[config.mk]
export PLATFORM = sky130hd
export DESIGN_NAME = ahb_spi_slave_if_flat
export DESIGN_NICKNAME = d
export VERILOG_FILES = /design/src/rtl/ahb_spi_slave_if_if.sv /design/src/rtl/ahb_spi_slave_if.sv /design/src/flat_wrapper.sv
export SDC_FILE = /design/constraint.sdc
export NUM_CORES = 1
export LEC_CHECK = 0
export ABC_AREA = 1
export CAP_MARGIN = 20
export CORE_ASPECT_RATIO = 0.8
export CORE_UTILIZATION = 45
export DETAILED_ROUTE_END_ITERATION = 10
export GPL_TIMING_DRIVEN = 0
export PLACE_DENSITY = 0.95
export SLEW_MARGIN = 20
export SYNTH_ARGS = -nofsm -noshare
export SYNTH_HDL_FRONTEND = slang
export SYNTH_SLANG_ARGS = --single-unit
[constraint.sdc]
create_clock -name HCLK -period 3.2 [get_ports HCLK]
set_input_delay 0.96 -clock HCLK [delete_from_list [all_inputs] [get_ports HCLK]]
set_output_delay 0.96 -clock HCLK [all_outputs]
set_load 0.01 [all_outputs]
[src/rtl/ahb_spi_slave_if_if.sv]
// ahb_spi_slave_if_if: AHB-Lite slave bus plus SPI engine command/response signals
// bundled for the AHB-to-SPI bridge front end.
interface ahb_spi_slave_if_if #(
   parameter int ADDR_W = 8,
   parameter int DATA_W = 32
);
   logic              HSEL;
   logic [ADDR_W-1:0] HADDR;
   logic [1:0]        HTRANS;
   logic              HWRITE;
   logic [2:0]        HSIZE;
   logic [2:0]        HBURST;
   logic [DATA_W-1:0] HWDATA;
   logic [DATA_W-1:0] HRDATA;
   logic              HREADY;
   logic              HRESP;
   logic              spi_start;
   logic              spi_write;
   logic [ADDR_W-1:0] spi_addr;
   logic [2:0]        spi_size;
   logic [DATA_W-1:0] spi_wdata;
   logic              spi_abort;
   logic              spi_done;
   logic [DATA_W-1:0] spi_rdata;
   modport slave (
      input  HSEL, HADDR, HTRANS, HWRITE, HSIZE, HBURST, HWDATA, spi_done, spi_rdata,
      output HRDATA, HREADY, HRESP, spi_start, spi_write, spi_addr, spi_size, spi_wdata, spi_abort
   );
   modport master (
      output HSEL, HADDR, HTRANS, HWRITE, HSIZE, HBURST, HWDATA, spi_done, spi_rdata,
      input  HRDATA, HREADY, HRESP, spi_start, spi_write, spi_addr, spi_size, spi_wdata, spi_abort
   );
endinterface

[src/rtl/ahb_spi_slave_if.sv]
// ahb_spi_slave_if: AHB-Lite slave front end that turns each accepted beat into one SPI
// command and stretches the data phase with wait states until the SPI engine answers.
module ahb_spi_slave_if #(
   parameter int ADDR_W  = 8,
   parameter int DATA_W  = 32,
   parameter int TIMEOUT = 255,
   parameter int TW      = 8
) (
   input logic HCLK,
   input logic rst,
   ahb_spi_slave_if_if.slave bus
);
   typedef enum logic [2:0] {IDLE, START, WAIT, RESP, ERR1, ERR2} state_e;
   state_e            state_q, state_d;
   logic [ADDR_W-1:0] addr_q;
   logic [DATA_W-1:0] wdata_q, rdata_q;
   logic [2:0]        size_q;
   logic              write_q, abort_q;
   logic [TW-1:0]     timer_q;
   logic              valid, illegal, timeout;
   assign valid   = bus.HSEL & bus.HTRANS[1] & bus.HREADY;
   assign illegal = (bus.HSIZE > 3'd2) | (bus.HSIZE == 3'd1 & bus.HADDR[0]) |
                    (bus.HSIZE == 3'd2 & |bus.HADDR[1:0]);
   assign timeout = timer_q == TW'(TIMEOUT - 1);
   always_ff @(posedge HCLK) state_q <= rst ? IDLE : state_d;
   // IDLE, RESP and ERR2 all hold HREADY high, so each samples the next address phase
   always_comb begin
      state_d = state_q;
      case (state_q)
         IDLE, RESP, ERR2: state_d = valid ? (illegal ? ERR1 : START) : IDLE;
         START:            state_d = WAIT;
         WAIT:             state_d = bus.spi_done ? RESP : (timeout ? ERR1 : WAIT);
         ERR1:             state_d = ERR2;
         default:          state_d = IDLE;
      endcase
   end
   // write data is forwarded straight from the data phase during START so the engine sees it with the pulse
   always_comb begin
      bus.HREADY    = state_q inside {IDLE, RESP, ERR2};
      bus.HRESP     = state_q inside {ERR1, ERR2};
      bus.HRDATA    = rdata_q;
      bus.spi_start = state_q == START;
      bus.spi_write = write_q;
      bus.spi_addr  = addr_q;
      bus.spi_size  = size_q;
      bus.spi_wdata = (state_q == START && write_q) ? bus.HWDATA : wdata_q;
      bus.spi_abort = abort_q;
   end
   always_ff @(posedge HCLK) begin
      if (rst) begin
         addr_q  <= '0;
         size_q  <= '0;
         write_q <= 1'b0;
         wdata_q <= '0;
         rdata_q <= '0;
         timer_q <= '0;
         abort_q <= 1'b0;
      end else begin
         if (valid && !illegal) begin
            addr_q  <= bus.HADDR;
            size_q  <= bus.HSIZE;
            write_q <= bus.HWRITE;
         end
         if (state_q == START && write_q) wdata_q <= bus.HWDATA;
         if (state_q == WAIT && bus.spi_done && !write_q) rdata_q <= bus.spi_rdata;
         timer_q <= (state_q == WAIT) ? timer_q + 1'b1 : '0;
         // a done arriving on the last allowed cycle beats the timeout
         abort_q <= state_q == WAIT && !bus.spi_done && timeout;
      end
   end
endmodule

[src/flat_wrapper.sv]
// flat-port wrapper written by rule: the top's interface ports become plain ports
module ahb_spi_slave_if_flat 
#(
   parameter int ADDR_W  = 8,
   parameter int DATA_W  = 32,
   parameter int TIMEOUT = 255,
   parameter int TW      = 8
)
  (HCLK, rst, bus_HSEL, bus_HADDR, bus_HTRANS, bus_HWRITE, bus_HSIZE, bus_HBURST, bus_HWDATA, bus_spi_done, bus_spi_rdata, bus_HRDATA, bus_HREADY, bus_HRESP, bus_spi_start, bus_spi_write, bus_spi_addr, bus_spi_size, bus_spi_wdata, bus_spi_abort);
  ahb_spi_slave_if_if #(.ADDR_W(ADDR_W), .DATA_W(DATA_W)) bus_i ();
  input logic HCLK;
  input logic rst;
  input wire logic [$bits(bus_i.HSEL)-1:0] bus_HSEL;
  input wire logic [$bits(bus_i.HADDR)-1:0] bus_HADDR;
  input wire logic [$bits(bus_i.HTRANS)-1:0] bus_HTRANS;
  input wire logic [$bits(bus_i.HWRITE)-1:0] bus_HWRITE;
  input wire logic [$bits(bus_i.HSIZE)-1:0] bus_HSIZE;
  input wire logic [$bits(bus_i.HBURST)-1:0] bus_HBURST;
  input wire logic [$bits(bus_i.HWDATA)-1:0] bus_HWDATA;
  input wire logic [$bits(bus_i.spi_done)-1:0] bus_spi_done;
  input wire logic [$bits(bus_i.spi_rdata)-1:0] bus_spi_rdata;
  output wire logic [$bits(bus_i.HRDATA)-1:0] bus_HRDATA;
  output wire logic [$bits(bus_i.HREADY)-1:0] bus_HREADY;
  output wire logic [$bits(bus_i.HRESP)-1:0] bus_HRESP;
  output wire logic [$bits(bus_i.spi_start)-1:0] bus_spi_start;
  output wire logic [$bits(bus_i.spi_write)-1:0] bus_spi_write;
  output wire logic [$bits(bus_i.spi_addr)-1:0] bus_spi_addr;
  output wire logic [$bits(bus_i.spi_size)-1:0] bus_spi_size;
  output wire logic [$bits(bus_i.spi_wdata)-1:0] bus_spi_wdata;
  output wire logic [$bits(bus_i.spi_abort)-1:0] bus_spi_abort;
  assign bus_i.HSEL = bus_HSEL;
  assign bus_i.HADDR = bus_HADDR;
  assign bus_i.HTRANS = bus_HTRANS;
  assign bus_i.HWRITE = bus_HWRITE;
  assign bus_i.HSIZE = bus_HSIZE;
  assign bus_i.HBURST = bus_HBURST;
  assign bus_i.HWDATA = bus_HWDATA;
  assign bus_i.spi_done = bus_spi_done;
  assign bus_i.spi_rdata = bus_spi_rdata;
  assign bus_HRDATA = bus_i.HRDATA;
  assign bus_HREADY = bus_i.HREADY;
  assign bus_HRESP = bus_i.HRESP;
  assign bus_spi_start = bus_i.spi_start;
  assign bus_spi_write = bus_i.spi_write;
  assign bus_spi_addr = bus_i.spi_addr;
  assign bus_spi_size = bus_i.spi_size;
  assign bus_spi_wdata = bus_i.spi_wdata;
  assign bus_spi_abort = bus_i.spi_abort;
  ahb_spi_slave_if #(.ADDR_W(ADDR_W), .DATA_W(DATA_W), .TIMEOUT(TIMEOUT), .TW(TW)) u_core (.HCLK(HCLK), .rst(rst), .bus(bus_i));
endmodule
Word-level counts from Yosys, hierarchy flattened
Index checks and enable logic that the tools add are counted.
Widths: inputs -> output; s select.
Word-level totals
  flip-flop bits (word level): 88
  bits of input ports: 85
  output and inout port bits: 80
  word-level logic and storage cells: 46
Cells by class
  add/sub/neg operators: 1
  order comparisons: 1
  eq/ne operators: 8
  mux-type cells: 6
  bitwise gates (word level): 7
  reductions and logical operators: 15
Operators with widths (count)
  $mux 32: 1
  $mux 3: 4
  $pmux 3 s4: 1
  $eq 3x2->1 const B: 3
  $add 8x1->8 const B: 1
  $eq 8x8->1 const B: 1
  $eq 3x1->1 const B: 2
  $eq 3x3->1 const B: 2
  $logic_and 1x1->1: 6
  $and 1x1->1: 4
  $reduce_or 2->1: 2
  $gt 3x2->1 const B: 1
  $logic_not 1->1: 3
  $logic_not 3->1: 1
  $reduce_bool 3->1: 1
  $reduce_or 3->1: 1
  $or 1x1->1: 2
  $reduce_bool 2->1: 1
  $not 1->1: 1

Depth between registers and ports, before layout
Gate-level depths: netlist of the first run.
  word-level depth: 7
  mapped depth: 8
  gate-level depth less buffers: 8

Worst setup path before layout of the first run
Ideal clock, no wire load.
  kind: register to output
  from: reg u_core.state_q[0]
  to: out bus_spi_wdata[10]
  arrival time: 1.194 ns
  required time: 2.240 ns
  path slack: 1.046 ns
  stages on the path, launching flop included: 7
  buffers on the path: 1
  cell sequence: dfxtp_1 inv_1 nor3_4 nand2_2 buf_2 o21ai_2 inv_1
On the way
  word-level cells in the longest chain between the ends: 3
RTL lines
  from (decl): RTL line ahb_spi_slave_if.sv:14  | state_e state_q, state_d;
  from (signal assigned): RTL line ahb_spi_slave_if.sv:25  | always_ff @(posedge HCLK) state_q <= rst ? IDLE : state_d;
  $eq 3x1->1
  named net bus_spi_start: RTL line flat_wrapper.sv:25  | output wire logic [$bits(bus_i.spi_start)-1:0] bus_spi_start;
  $logic_and 1x1->1: RTL line ahb_spi_slave_if.sv:46  | bus.spi_wdata = (state_q == START && write_q) ? bus.HWDATA : wdata_q;
  $mux 32: RTL line ahb_spi_slave_if.sv:46
  to (decl): RTL line flat_wrapper.sv:29  | output wire logic [$bits(bus_i.spi_wdata)-1:0] bus_spi_wdata;
The timed path passes the listed nets, and every way through them passes these cells.

Final worst setup path of the first run
  from: reg u_core.state_q[0]
  to: out bus_spi_wdata[25]
On the way
  word-level cells in the longest chain between the ends: 3
RTL lines (RTL line)
  $eq 3x1->1: ahb_spi_slave_if.sv:46
  $logic_and 1x1->1: ahb_spi_slave_if.sv:46
  $mux 32: ahb_spi_slave_if.sv:46
Every way passes these cells.

==> results.py, run 1 <==
metrics = {
    "power": {
        "ir_drop_uv": 231.8,
        "power_leakage_nw": 2.554,
        "power.density_mw_per_mm2": 394.3,
    },
    "layout": {
        "syn_to_final_growth_pct": 52.40,
        "diodes": 0,
        "nets": 752,
        "n_fill_cell": 604,
        "drive_above_1_share": 0.1060,
    },
    "clock_tree": {
        "cts_tree": "built",
        "clkTransAtPathRegs_ps": 90,
        "cts_root_buf": "clkbuf_8",
        "ctsHoldBuffers": 0,
        "htree_levels": 3,
        "clock_path_buffers": 2,
        "cts_buffers": 9,
        "clk_latency_ps": 340,
        "clock-sinks": 88,
    },
    "critical_path": {
        "cpMostUsedCell": "inv_1",
        "crit_path_start_kind": "flop",
        "crit_chain": "inv_1 > nor3_4 > nand2_4 > buf_2 > nand2_1 > o21ai_2 > inv_1 > clkdlybuf4s50_1",
        "r2r-start": "u_core.state_q[0]",
        "cpLargestDelayFamily": "buffers and inverters",
        "startpoint": "u_core.state_q[0]",
        "path_class": "reg2out",
        "crit_fanout": 10,
        "cp.arrival_ps": 2150,
        "cp_slowest_cell": "clkdlybuf4s50_1",
        "crit_required_ps": 2240,
        "end_kind": "primary output",
        "cpPeakStageDelay_ps": 540,
        "cp_num_buf_inv": 4,
    },
    "routing": {
        "drc_errors": 0,
        "num_vias": 3670,
        "first_iter_violations": 88,
        "firstDrtPassIters": 4,
        "vias_per_cell": 4.717,
        "drtAntennaViolNets": 0,
        "drt_wl_total_mm": 9.607,
        "wl_per_cell_um": 12.35,
    },
    "sta": {
        "fin_crit_sh": 0.9706,
        "tightest_slew_ps": 514.9,
        "slew_headroom": 0.6568,
        "fin_crit_ps": 3106,
        "holdWs_ps": 444.8,
        "rsz0062_at_grt": "false",
        "finalHoldViolCount": 0,
        "finalSetupTns_ps": 0,
        "finalSetupViolations": 0,
        "clock_skew_ps": 9.574,
        "drv_slew": 0,
        "fmax_mhz": 322.0,
    },
    "yosys": {
        "synthTopCellsByArea": "dfxtp_1, inv_1, nor2_1",
        "synth_nets": 582,
        "ys_warn_count": 0,
        "async_reset_ff_frac": 0,
        "synth_top_flop_cell": "dfxtp_1",
        "yosysMostFrequentCell": "inv_1",
        "synth_area_leader_cell": "dfxtp_1",
        "syn_area_mm2": 0.003704,
        "avgSynthCellArea_um2": 7.482,
        "post_synth_num_cell_types": 28,
        "seq_area_frac_synth": 0.4757,
        "netlist_instances": 495,
        "ys_seq_elements": 88,
        "yosys.area.top_type_share": 0.4757,
        "synth_common_cells": "inv_1, dfxtp_1, nor2_1, nand2_1, a21oi_1",
        "synth-edff-count": 0,
    },
    "die": {
        "coreArea_mm2": 0.007946,
        "core.rowCount": 29,
        "die_y_um": 83.14,
        "start_util": 0.4661,
        "die_w_um": 103.4,
        "design.die.area_mm2": 0.008599,
        "io-pin-count": 165,
    },
    "grt": {
        "grt_pass1_wl_mm": 15.44,
        "use_met3": 0.06145,
        "grt_overflow": 0,
        "antenna_found_initial": 0,
        "grtUsageMet2": 0.4130,
        "grt_max_degree": 16,
        "grt_pass1_vias": 3573,
        "top_usage_layer": "met2",
        "grtUsageMet1": 0.2418,
        "track_usage": 0.2283,
    },
    "placed_design": {
        "port_buffers": 159,
        "gp_routability_congestion": 0.8161,
        "dp_hpwl_mm": 7.510,
    },
    "outcome": {
        "status": "complete, no violations",
    },
    "job": {
        "maxCapViolations": 0,
    },
    "hold_path": {
        "hold_start": "u_core.bus.HRDATA[24]",
        "min_path_type": "reg2reg",
    },
}
-- per-stage QoR --
stage            util  instance area (um^2)  setup slack, ps  power [mW]  instances
2_1_floorplan       -                  3704             1046       1.286        495
3_3_place_gp   0.6834                  5430            133.9       1.469        762
3_5_place_dp   0.6834                  5430            109.3       1.481        762
4_1_cts        0.7092                  5635            35.16       2.244        778
5_1_grt        0.7103                  5644            3.154       2.324        778
6_report       0.7103                  5644            93.98       2.225        778
-- worst reg2reg max path, stage by stage, from the launching register on --
cell and delay, ps:
dfxtp_1 360, inv_1 110, nor3_4 210, nand2_4 150, buf_2 250, o21ai_2 180
nor2_1 60
-- placed cells by master, fill, tap and decap left out, types with 2 or more instances in the layout --
| cell type | instances |
|---|---|
| clkinv_4 | 2 |
| inv_1 | 118 |
| clkbuf_1 | 8 |
| buf_2 | 11 |
| nand4_1 | 11 |
| buf_4 | 4 |
| clkdlybuf4s50_1 | 158 |
| xor2_1 | 2 |
| ha_1 | 2 |
| nand3_1 | 7 |
| o21ai_0 | 31 |
| nand2_1 | 54 |
| a21oi_1 | 36 |
| clkbuf_8 | 10 |
| nor2_1 | 72 |
| dfxtp_1 | 87 |
| o21ai_2 | 30 |
| o21ai_1 | 7 |
| nand3_2 | 2 |
-- metal layers --
metal | wire length (um) | up-vias | share of wire
met3 | 686 | 28 | 0.071
li1 | - | 1849 | -
met5 | 0 | - | 0
met4 | 266 | 0 | 0.028
met1 | 3850 | 1659 | 0.40
met2 | 4803 | 134 | 0.50
-- kinds of logic after synthesis --
family                   synth area share
AO/OA/AOI/OAI                      0.1774
XOR/XNOR                         0.004731
adder cells (fa/ha/maj)          0.006756
buffers and inverters              0.1547
flip-flops                         0.4757
AND/OR/NAND/NOR                    0.1807
-- final timing paths --
| path | cells after the start | to | slack, ps |
|---|---|---|---|
| max | 8 | bus_spi_wdata[25] | 90 |
| min | 2 | u_core.bus.HRDATA[24] | 440 |
| max reg2reg | 6 | u_core.wdata_q[25] | 1770 |
| min reg2reg | 2 | u_core.bus.HRDATA[24] | 440 |
-- where the power goes --
group          switching [mW]  internal [mW]
Clock                   0.380          0.388
Sequential             0.0175           1.12
Combinational           0.140          0.178
Total                   0.538           1.69
-- sequential cells by signal (all words and copies together) (netlist names) --
| register | flops |
|---|---|
| u_core.wdata_q | 32 |
| u_core.bus.spi_write | 1 |
| u_core.state_q | 3 |
| u_core.timer_q | 8 |
| u_core.bus.spi_abort | 1 |
| u_core.bus.spi_size | 3 |
| u_core.bus.HRDATA | 32 |
| u_core.bus.spi_addr | 8 |
-- cell type report --
cell class | instances | area [um^2] | area share
timing repair buffer | 159 | 1594 | 0.2824
clock inverter | 5 | 63.81 | 0.01131
multi-input combinational | 264 | 1374 | 0.2434
inverter | 119 | 446.7 | 0.07914
sequential | 88 | 1763 | 0.3123
tap | 108 | 135.1 | 0.02394
buffer | 24 | 126.4 | 0.02239
clock buffer | 11 | 141.4 | 0.02505
-- timing repair --
action / in CTS / in global routing
setup endpoints to repair: 0 / 32
resized for setup: 0 / 3
buffers inserted: 0 / 0
(Power assumes the default switching activity.)
==> run 2, diff against run 1 <==
--- a/config.mk
+++ b/config.mk
@@ -12,6 +12,7 @@
 export DETAILED_ROUTE_END_ITERATION = 10
 export GPL_TIMING_DRIVEN = 0
 export PLACE_DENSITY = 0.95
+export RECOVER_POWER = 25
 export SLEW_MARGIN = 20
 export SYNTH_ARGS = -nofsm -noshare
 export SYNTH_HDL_FRONTEND = slang
==> results.py, run 2 (synthesis results as in run 1) <==
metrics = {
    "clock_tree": {
        "cts_buffers": 9,
        "post-cts-setup-buffer-count": 0,
        "cts_root_buf": "clkbuf_8",
        "clock-sinks": 88,
        "htree_levels": 3,
        "clock_path_buffers": 2,
        "clkTransAtPathRegs_ps": 90,
        "cts_tree": "built",
        "clk_latency_ps": 340,
    },
    "placed_design": {
        "dp_hpwl_mm": 7.510,
        "pre_cts_slack_ps": 109.3,
        "place_area_mm2": 0.005430,
        "placed_cells": 762,
        "port_buffers": 159,
        "gp_routability_congestion": 0.8161,
    },
    "routing": {
        "drc_errors": 0,
        "wl_per_cell_um": 12.34,
        "drt_wl_total_mm": 9.603,
        "num_vias": 3667,
        "drtAntennaViolNets": 0,
        "firstDrtPassIters": 4,
        "first_iter_violations": 88,
        "vias_per_cell": 4.713,
    },
    "grt": {
        "track_usage": 0.2283,
        "grt_pass1_wl_mm": 15.44,
        "grt_pass1_vias": 3573,
        "grt_max_degree": 16,
        "antenna_found_initial": 0,
        "grt_overflow": 0,
    },
    "die": {
        "core.rowCount": 29,
        "design.die.area_mm2": 0.008599,
        "start_util": 0.4661,
        "coreArea_mm2": 0.007946,
        "die_y_um": 83.14,
        "die_w_um": 103.4,
        "io-pin-count": 165,
    },
    "sta": {
        "slew_headroom": 0.6522,
        "fin_crit_ps": 3103,
        "tightest_slew_ps": 521.8,
        "finalSetupViolations": 0,
        "fin_crit_sh": 0.9696,
        "finalSetupTns_ps": 0,
        "drv_slew": 0,
        "rsz0062_at_grt": "false",
        "setup_ws_ps": 97.35,
        "finalHoldViolCount": 0,
        "fmax_mhz": 322.3,
        "clock_skew_ps": 9.574,
    },
    "power": {
        "ir_drop_uv": 231.8,
        "swShare": 0.2415,
        "seqPwrFrac": 0.512,
        "switching_power_uw": 537.5,
        "power.total_mw": 2.225,
        "internal_power_mw": 1.688,
        "pwr-share-clk": 0.345,
        "combPwrFrac": 0.143,
        "power.density_mw_per_mm2": 394.3,
        "power_leakage_nw": 2.551,
    },
    "critical_path": {
        "path_class": "reg2out",
        "cpPeakStageDelay_ps": 540,
        "cp.arrival_ps": 2140,
        "crit_required_ps": 2240,
        "end_kind": "primary output",
        "cpLargestDelayFamily": "buffers and inverters",
        "cpMostUsedCell": "inv_1",
        "crit_chain": "inv_1 > nor3_4 > nand2_4 > buf_2 > nand2_1 > o21ai_2 > inv_1 > clkdlybuf4s50_1",
        "cp_num_buf_inv": 4,
        "cp_slowest_cell": "clkdlybuf4s50_1",
        "crit_path_start_kind": "flop",
        "crit_fanout": 10,
    },
    "job": {
        "maxCapViolations": 0,
    },
    "layout": {
        "final_cell_mix": "clkdlybuf4s50_1, inv_1, dfxtp_1, nor2_1, nand2_1",
        "drive_above_1_share": 0.1045,
        "stdcell_count": 778,
        "nets": 752,
        "diodes": 0,
        "fin_area_mm2": 0.005643,
        "syn_to_final_growth_pct": 52.36,
        "final_common_cell": "clkdlybuf4s50_1",
    },
    "outcome": {
        "status": "complete, no violations",
    },
    "hold_path": {
        "min_path_type": "reg2reg",
    },
}
## run 2: changes by cell type in the layout (fill, tap and decap cells not counted), sizes merged
cell	previous run	this run
clkbuf	18	19
buf	17	16
## run 2: final cells by class
cell class	instances	area, um^2
buffer	24	125.1
clock buffer	11	141.4
clock inverter	5	63.81
fill	603	2303
inverter	119	446.7
multi-input combinational	264	1374
sequential	88	1763
tap	108	135.1
timing repair buffer	159	1594
## run 2: worst register-to-register path, stage by stage, from the launching register on
cell	delay, ps
dfxtp_1	420
inv_1	120
nand3_1	130
nand3_2	160
nand2_2	120
nor2_4	50
buf_6	130
nor2_1	130
nor2_1	70
## run 2: per-layer routing
layer	wire length, um	share of wire	global-route usage	up-vias
met1	3844	0.40	0.2418	1659
met2	4810	0.50	0.4130	132
met5	0	0	0	-
li1	-	-	-	1848
met3	681	0.071	0.06145	28
met4	266	0.028	0.1024	0
## run 2: power groups by stage
stage | Sequential, mW | Combinational (mW) | Clock, mW
floorplan | 1.17 | 0.114 | 0
global placement | 1.16 | 0.306 | 0
detailed placement | 1.16 | 0.316 | 0
CTS | 1.14 | 0.318 | 0.787
global route | 1.14 | 0.347 | 0.834
finish | 1.14 | 0.318 | 0.768
## run 2: timing repair
item | in CTS | in global routing
hold buffers | 0 | 0
gates resized for setup | 0 | 3
endpoints found under the setup margin | 0 | 32
hold endpoints to repair | 0 | 0
## run 2: path summary, 6_finish.rpt
path	from	endpoint	slack (ps)	depth (start not counted)
worst max-delay path	u_core.state_q[0]	bus_spi_wdata[25]	100	8
worst min-delay path	u_core.bus.HRDATA[24]	u_core.bus.HRDATA[24]	450	2
worst max register to register	u_core.state_q[2]	u_core.bus.spi_addr[4]	1770	8
worst min register to register	u_core.bus.HRDATA[24]	u_core.bus.HRDATA[24]	450	2
## run 2: per-stage QoR
step,hold WS [ps],utilization
after floorplan,429.7,-
after global placement,431.7,0.6834
after detailed placement,435.6,0.6834
after CTS,448.9,0.7092
after global routing,468.3,0.7101
final,446.3,0.7101
==> RTL change (settings of run 2) <==
`DATA_W` is set to 32 in 3 places; all go to 48.
--- a/src/rtl/ahb_spi_slave_if_if.sv
+++ b/src/rtl/ahb_spi_slave_if_if.sv
@@ -2,7 +2,7 @@
 // bundled for the AHB-to-SPI bridge front end.
 interface ahb_spi_slave_if_if #(
    parameter int ADDR_W = 8,
-   parameter int DATA_W = 32
+   parameter int DATA_W = 48
 );
    logic              HSEL;
    logic [ADDR_W-1:0] HADDR;
--- a/src/rtl/ahb_spi_slave_if.sv
+++ b/src/rtl/ahb_spi_slave_if.sv
@@ -2,7 +2,7 @@
 // command and stretches the data phase with wait states until the SPI engine answers.
 module ahb_spi_slave_if #(
    parameter int ADDR_W  = 8,
-   parameter int DATA_W  = 32,
+   parameter int DATA_W  = 48,
    parameter int TIMEOUT = 255,
    parameter int TW      = 8
 ) (
--- a/src/flat_wrapper.sv
+++ b/src/flat_wrapper.sv
@@ -2,7 +2,7 @@
 module ahb_spi_slave_if_flat 
 #(
    parameter int ADDR_W  = 8,
-   parameter int DATA_W  = 32,
+   parameter int DATA_W  = 48,
    parameter int TIMEOUT = 255,
    parameter int TW      = 8
 )
Ports: changed (resized bus_HRDATA, bus_HWDATA, bus_spi_rdata and bus_spi_wdata); port bits go from 165 to 229. No check against the original RTL was run, so the function may have changed too.
==> RTL change against run 2 <==
- total power grew 76%
- area after synthesis is 31% higher
- non-clock buffer count rose by 76
- setup slack better by 10 ps
- maximum frequency increased by 0.33%
- final area is 41% higher
- wire length up 58%
- count of clock-buffer cells in the layout increased by 14
- sequential cell count up 32
- die area increased by 30%
- register-to-register slack worse by 330 ps
==> RTL change: results (changes against run 2) <==
status finished clean; Final Hold Slack 444 ps (-1.88 ps); Post-Syn Nets 788 (+35%); post-DP HPWL 10,800 um (+44%); Slew Limit Headroom 65.0% (-0.26 points); first-pass GRT wire length 22,900 um (+48%); met2 usage 47.4% (+6.1 points); Slowest cell on crit path clkdlybuf4s50_1; routed wire length 15,100 um (+58%); met3 global-route usage 10.1% (+3.9 points); Peak VDD IR 0.421 mV (+82%); sequential power 1.56 mW (+37%); R2R setup slack 1440 ps (-330 ps); WHS Endpoint u_core.bus.HRDATA[27]; Seq/Total Area, Yosys 49.5% (+1.9 points); Root Driver clkbuf_16; met2 wire len 7430 um (+54%); syn avg cell area 7.25 um^2 (-3.1%); worst-path maximum fanout 2 (-8); worst r2r src u_core.state_q[1]; Clock Pin Slew Worst Setup and Hold Paths 50 ps (-40 ps); fin cells 1,064 (+37%); top cell types by occurrence after synthesis 164 x inv_1, 120 x dfxtp_1, 86 x nor2_1; post-layout min period 3090 ps (-10.3 ps); GRT Total Usage 26.3% (+3.5 points); share of cells above drive strength 1 5.95% (-4.5 points); DP Cell Count 1,032 (+35%); M1 WL 6130 um (+60%); setup slack at placement 91.7 ps (-17.6 ps); Post-CTS Resized 13 (+13); DR WL met3 1310 um (+92%); GPL Wtd Cong 0.823 (+0.83%); placed cell area 7260 um^2 (+34%); Hold Crit Start u_core.bus.HRDATA[27]; R2R Path End u_core.bus.HRDATA[16]; P_leak 4.32 nW (+69%); Worst Setup SP bus_HWDATA[1]; cell depth of the worst setup path 4 (-4); crit path capture bus_spi_wdata[1]; P_int 3.07 mW (+82%); H-tree levels 4 (+1); Port Buffers 223 (+40%); Sequential Power Share 39.8% (-11 points); CP peak stage delay 560 ps (+20 ps); skew final 10.2 ps (+0.618 ps); vias per cell 4.69 (-0.54%); Detailed Route Iter0 Violations 263 (+200%); number of global-route vias before repair 4,785 (+34%); TritonCTS buffer count 17 (+8); fillcell total 671 (+11%); Comb group 0.411 mW (+29%); clock latency on the worst-skew pair 400 ps (+60 ps); largest cells by area after synthesis dfxtp_1 50%, inv_1 13%, nor2_1 6.7%, nand2_1 5.8%, o21ai_1 5.6%; grt met1 use 28.0% (+3.8 points); FF-to-FF path depth 6 (-2); Synth Warn # 0 (unchanged); largest net degree at the start of global routing 17 (+1)
==> RTL change: cell count changes in the layout (fill, tap and decap cells not counted), moves of 6 or more <==
cell and delta:
a21oi_1 +17, buf_2 -9, buf_6 +8, clkbuf_1 +14, clkbuf_16 +17, clkbuf_8 -6, clkdlybuf4s50_1 +24, dfxtp_1 +31
dlymetal6s2s_1 +35, inv_1 +46, nand2_1 +21, nor2_1 +14, o21ai_1 +55, o21ai_2 -30
==> RTL change: final cells by class <==
class	count	area (um^2)	area share (%)
sequential	120	2410	30.2
buffer	36	226	2.84
timing repair buffer	223	2320	29.0
inverter	167	627	7.86
clock buffer	25	495	6.21
tap	140	175	2.20
multi-input combinational	346	1610	20.2
clock inverter	7	115	1.44
==> RTL change: cells by family (layout without fill, tap and decap cells) <==
group,after synthesis,in the layout,synth area share (%)
xor gates and xnor gates,1,1,0.181
adders and majority gates,2,2,0.516
buffers and inverters,203,458,17.4
DFF,120,120,49.5
and+or+nand+nor,187,187,15.9
AOI/OAI and AO/OA,156,156,16.5
